`src/rtl/float2int_pkg.sv`:
```
// Float-code format shared by the float2int decoder and the int2float encoder.
// Holds field widths, the decoder state encoding and the reference encoder function.
package float2int_pkg;

   localparam int MW        = 4;
   localparam int EW        = 3;
   localparam int IW        = 11;
   localparam int MAX_SHIFT = 6;

   typedef enum logic [1:0] {IDLE, SHIFT, DONE} f2i_state_t;

   // Integer -> {E,M}. The MSB above the mantissa field becomes the implicit one.
   function automatic logic [EW+MW-1:0] i2f_encode(input logic [IW-1:0] v);
      logic [EW-1:0] e;
      logic [MW-1:0] m;
      e = '0;
      m = v[MW-1:0];
      for (int p = MW; p < IW; p++) begin
         if (v[p]) begin
            e = EW'(p - MW + 1);
            m = MW'(v >> (p - MW));
         end
      end
      return {e, m};
   endfunction

endpackage

```
`src/rtl/float2int_seq.sv`:
```
// Sequential float-code to unsigned integer converter: loads {hidden, M}
// and left-shifts once per cycle until the exponent count is used up.
module float2int_seq
   import float2int_pkg::*;
#(
   parameter int IW = float2int_pkg::IW,
   parameter int MW = float2int_pkg::MW,
   parameter int EW = float2int_pkg::EW
) (
   input  logic          clk,
   input  logic          rst_n,
   input  logic          in_valid,
   output logic          in_ready,
   input  logic [MW-1:0] M,
   input  logic [EW-1:0] E,
   output logic          out_valid,
   input  logic          out_ready,
   output logic [IW-1:0] B
);

   f2i_state_t    state;
   logic [EW-1:0] cnt;
   logic [IW-1:0] wreg;
   logic [IW-1:0] ld_val;
   logic [EW-1:0] ld_cnt;

   always_comb begin
      ld_val = IW'({(E != '0), M});
      ld_cnt = (E == '0) ? '0 : E - 1'b1;
   end

   always_ff @(posedge clk) begin
      if (!rst_n) begin
         state     <= IDLE;
         cnt       <= '0;
         wreg      <= '0;
         in_ready  <= 1'b1;
         out_valid <= 1'b0;
         B         <= '0;
      end else begin
         case (state)
            IDLE: if (in_valid) begin
               wreg     <= ld_val;
               cnt      <= ld_cnt;
               in_ready <= 1'b0;
               if (ld_cnt == '0) begin
                  state     <= DONE;
                  out_valid <= 1'b1;
                  B         <= ld_val;
               end else begin
                  state <= SHIFT;
               end
            end
            SHIFT: begin
               wreg <= wreg << 1;
               cnt  <= cnt - 1'b1;
               // Last shift lands directly in DONE so latency is max(E-1,0)+1.
               if (cnt == EW'(1)) begin
                  state     <= DONE;
                  out_valid <= 1'b1;
                  B         <= wreg << 1;
               end
            end
            DONE: if (out_ready) begin
               state     <= IDLE;
               out_valid <= 1'b0;
               in_ready  <= 1'b1;
               B         <= '0;
               wreg      <= '0;
            end
            default: state <= IDLE;
         endcase
      end
   end

endmodule

```
`config.mk`:
```
export PLATFORM = sky130hd
export DESIGN_NAME = float2int_seq
export DESIGN_NICKNAME = d
export VERILOG_FILES = /design/src/rtl/float2int_pkg.sv /design/src/rtl/float2int_seq.sv
export SDC_FILE = /design/constraint.sdc
export NUM_CORES = 1
export LEC_CHECK = 0
export ABC_AREA = 1
export CELL_PAD_IN_SITES_DETAIL_PLACEMENT = 0
export CELL_PAD_IN_SITES_GLOBAL_PLACEMENT = 1
export CORE_MARGIN = 4
export CORE_UTILIZATION = 41
export DETAILED_ROUTE_END_ITERATION = 8
export GPL_TIMING_DRIVEN = 0
export PLACE_DENSITY = 0.88
export SYNTH_ARGS = -nofsm -noshare
export SYNTH_HDL_FRONTEND = slang
export SYNTH_SLANG_ARGS = --single-unit
```
`constraint.sdc`:
```
create_clock -name clk -period 3.2 [get_ports clk]
set_clock_uncertainty 0.2 [all_clocks]
set_input_delay 0.48 -clock clk [delete_from_list [all_inputs] [get_ports clk]]
set_output_delay 0.48 -clock clk [all_outputs]
set_load 0.02 [all_outputs]
```
==> reports/summary.log <==
qor: run_status.status complete, no violations
qor: floorplan.std_cell_rows 21
qor: grt.globalRouteOverflowTotal 0
qor: synth.yosys_warnings 0
qor: worst_setup_path.critical-path-max-stage-delay 450 ps
qor: synth.post_synth_num_cell_types 22
qor: floorplan.floorplan.io_pins 24
qor: placed_design.gp_routability_congestion 0.733
qor: worst_setup_path.crit_chain clkdlybuf4s50_1, nor2_2, inv_1, ha_1, nor2_2, nand3_2, nand2_2, buf_6, nand3_1, nand2_1, nor2_1
qor: placed_design.port_buffers 22
qor: run.max_cap_violations 0
qor: worst_setup_path.crit_type primary input to flip-flop
qor: clock_network.cts_hold_repair.buffers 0
qor: worst_setup_path.critical_path_arrival 2100 ps
qor: timing.hold_violations 0
qor: drt.met2RoutedLength 1360 µm
qor: worst_setup_path.critPathCaptureType flip-flop
qor: drt.routed_via_density 4.78
qor: timing.setup_tns_final 0 ps
qor: grt.grt_max_degree 17
qor: drt.count_of_routing_violations_after_the_opening_detailed_route_iteration 84
qor: drt.route.met3.wl 147 µm
qor: worst_setup_path.path_max_fanout 10
qor: grt.grt_antenna_before_repair 0
qor: pwr.vdd_drop_max 0.000495 V
qor: worst_setup_path.critical_path.n_buffers_inverters 3
qor: clock_network.clk_latency 330 ps
qor: clock_network.ctsLongestPathBuffers 2
qor: clock_network.cts_tree yes
qor: drt.detail_route.wirelength.met1 1520 µm
qor: timing.finalWorstPathRequiredPeriod 2050 ps
qor: synth.netlist_area_before_placement 1450 µm²
qor: drt.wl 3050 µm
qor: synth.synth.avg_cell_area 7.50 µm²
qor: placed_design.dp.final_hpwl 2280 µm
qor: cells_and_area.stdcell_area 1780 µm²
qor: placed_design.place_inst 261
qor: cells_and_area.final_cells 265
qor: timing.slew-limit-headroom 0.733
qor: drt.detailroute.via_count 1,267
qor: floorplan.dieWidth 67.4 µm
qor: clock_network.cts_root_buffer sky130_fd_sc_hd__clkbuf_4
qor: worst_setup_path.cpMostUsedCell sky130_fd_sc_hd__nor2_2
qor: timing.worstMarginPinSlew 396 ps
qor: drt.wire_per_inst 11.5 µm
qor: worst_setup_path.critPathTopFamily simple AND/OR/NAND/NOR gates
qor: drt.drt_drc_violations_left 0
qor: synth.synth_fp_nets 212
qor: placed_design.detailed_place.area 1730 µm²
qor: synth.netlist_instances 193
qor: grt.first_global_vias 1,138
qor: drt.highest_layer met4
qor: grt.grt_pass1_wl 5270 µm
qor: cells_and_area.number_of_diodes_added_for_antenna_fixing 0
qor: floorplan.die-area 4550 µm²
qor: synth.ys_ff_latch 28
qor: drt.drtAntennaViolNets 0
qor: worst_setup_path.critPathRequiredTime 3250 ps
qor: clock_network.numCtsBuffers 3
qor: cells_and_area.final_nets 239
qor: worst_setup_path.critical_path.startpoint_type primary input
qor: clock_network.postCtsSetupRepairBufs 0
qor: timing.fmax 487 MHz
qor: clock_network.post_cts.resized_instances 0
qor: clock_network.clock_sink_total 28
qor: clock_network.ctsHtreeMaxLevel 1
qor: clock_network.clk_pin_slew_worst_paths 160 ps
qor: grt.all_layer_global_routing_usage 0.151
qor: pwr.power 2.03 mW
qor: floorplan.die_y 67.4 µm
qor: drt.firstDrtPassIters 4
qor: timing.setup-violations-final 0
qor: timing.grt_setup_unrepaired false
qor: cells_and_area.fillers 369
qor: timing.timing.final.crit_share 0.641
qor: synth.synth_sequential_area_ratio 0.387
qor: floorplan.core-area 3360 µm²
qor: pwr.powerDensity 1140 nW/µm²
qor: placed_design.dp_worst_setup_slack 786 ps
qor: cells_and_area.share_of_final_layout_standard_cells_stronger_than_drive_strength_1 0.114
qor: pwr.cellLeakagePower 0.786 nW
qor: timing.layout_setup_ws 1150 ps
qor: worst_setup_path.cpMaxStageDelayCell sky130_fd_sc_hd__clkdlybuf4s50_1
qor: min_path.hold_path_class flip-flop to flip-flop
qor: timing.drv_slew 0
qor: floorplan.initial_utilization 0.430
qor: cells_and_area.area_growth 22.8%
per-stage QoR:
stage,hold slack [ps],utilization
floorplan,230,-
global placement,242,0.513
detailed placement,243,0.513
CTS,268,0.529
global route,293,0.529
finish,264,0.529
synth_stat cells:
cell                        n  area share
sky130_fd_sc_hd__a21oi_1   23       0.080
sky130_fd_sc_hd__a21oi_2    4       0.024
sky130_fd_sc_hd__a31oi_1    1      0.0043
sky130_fd_sc_hd__buf_2      2      0.0069
sky130_fd_sc_hd__buf_4      1      0.0052
sky130_fd_sc_hd__buf_6      5       0.039
sky130_fd_sc_hd__clkbuf_1   1      0.0026
sky130_fd_sc_hd__dfxtp_1   28        0.39
sky130_fd_sc_hd__ha_1       8       0.069
sky130_fd_sc_hd__inv_1     26       0.067
sky130_fd_sc_hd__nand2_1   29       0.075
sky130_fd_sc_hd__nand2_2    3       0.013
sky130_fd_sc_hd__nand2_4    1      0.0078
sky130_fd_sc_hd__nand3_1   16       0.055
sky130_fd_sc_hd__nand3_2    1      0.0069
sky130_fd_sc_hd__nand3b_4   1       0.014
sky130_fd_sc_hd__nand4_1    1      0.0043
sky130_fd_sc_hd__nor2_1    19       0.049
sky130_fd_sc_hd__nor2_2     2      0.0086
sky130_fd_sc_hd__nor2_4     1      0.0078
sky130_fd_sc_hd__o21ai_0   16       0.055
sky130_fd_sc_hd__o22ai_1    4       0.017
tightest hold or removal path, delay by kind of cell, from the launching register on:
kind | cells | cell delay (ps)
AOI/OAI and AO/OA | 1 | 60
buffers and inverters | 1 | 60
DFF | 1 | 320
cell type report:
cell class / instances / area [µm²] / area share
Clock buffer: 3 / 22.5 / 0.0127
Multi-Input combinational cell: 130 / 712 / 0.400
Clock inverter: 1 / 30.0 / 0.0169
Sequential cell: 28 / 561 / 0.315
Timing Repair Buffer: 22 / 220 / 0.124
Tap cell: 46 / 57.6 / 0.0324
Inverter: 26 / 97.6 / 0.0549
Buffer: 9 / 77.6 / 0.0436
power breakdown:
| part | internal [mW] | leakage, nW | switching [mW] |
|---|---|---|---|
| clock network | 0.127 | 0.0279 | 0.106 |
| logic | 0.504 | 0.527 | 0.702 |
| registers | 0.509 | 0.231 | 0.0780 |
kinds of logic (layout without fill, tap and decap cells):
family | after synthesis | in the layout | share of synthesized area
buffers and inverters | 35 | 61 | 0.121
and+or+nand+nor | 74 | 74 | 0.242
AOI/OAI and AO/OA | 48 | 48 | 0.181
DFF | 28 | 28 | 0.387
adders and majority gates | 8 | 8 | 0.0691
path summary, 6_finish.rpt:
path | start | to | slack, ps | depth (start not counted)
max | E[0] | B[3] | 1150 | 11
min | wreg[1] | wreg[1] | 260 | 2
max reg2reg | state[0] | B[2] | 1260 | 9
min reg2reg | wreg[1] | wreg[1] | 260 | 2
placed cells by master (no fill, tap or decap), types with 2 or more instances in the layout:
master                            instances
sky130_fd_sc_hd__ha_1                     8
sky130_fd_sc_hd__o22ai_1                  4
sky130_fd_sc_hd__a21oi_1                 23
sky130_fd_sc_hd__dfxtp_1                 28
sky130_fd_sc_hd__buf_6                    5
sky130_fd_sc_hd__nand2_1                 29
sky130_fd_sc_hd__nand2_2                  3
sky130_fd_sc_hd__nor2_2                   2
sky130_fd_sc_hd__nand3_1                 16
sky130_fd_sc_hd__inv_1                   26
sky130_fd_sc_hd__o21ai_0                 16
sky130_fd_sc_hd__clkbuf_4                 3
sky130_fd_sc_hd__nor2_1                  19
sky130_fd_sc_hd__a21oi_2                  4
sky130_fd_sc_hd__buf_2                    2
sky130_fd_sc_hd__clkdlybuf4s50_1         22
registers in the layout, summed over array words and instances (netlist names):
| name | count |
|---|---|
| cnt | 3 |
| state | 2 |
| B | 11 |
| out_valid | 1 |
| in_ready | 1 |
| wreg | 10 |
layer usage:
layer	vias up	GRT usage
met4	0	0.0304
met3	2	0.0366
li1	676	-
met2	24	0.225
met1	565	0.221
met5	-	0
(Power assumes the default switching activity.)
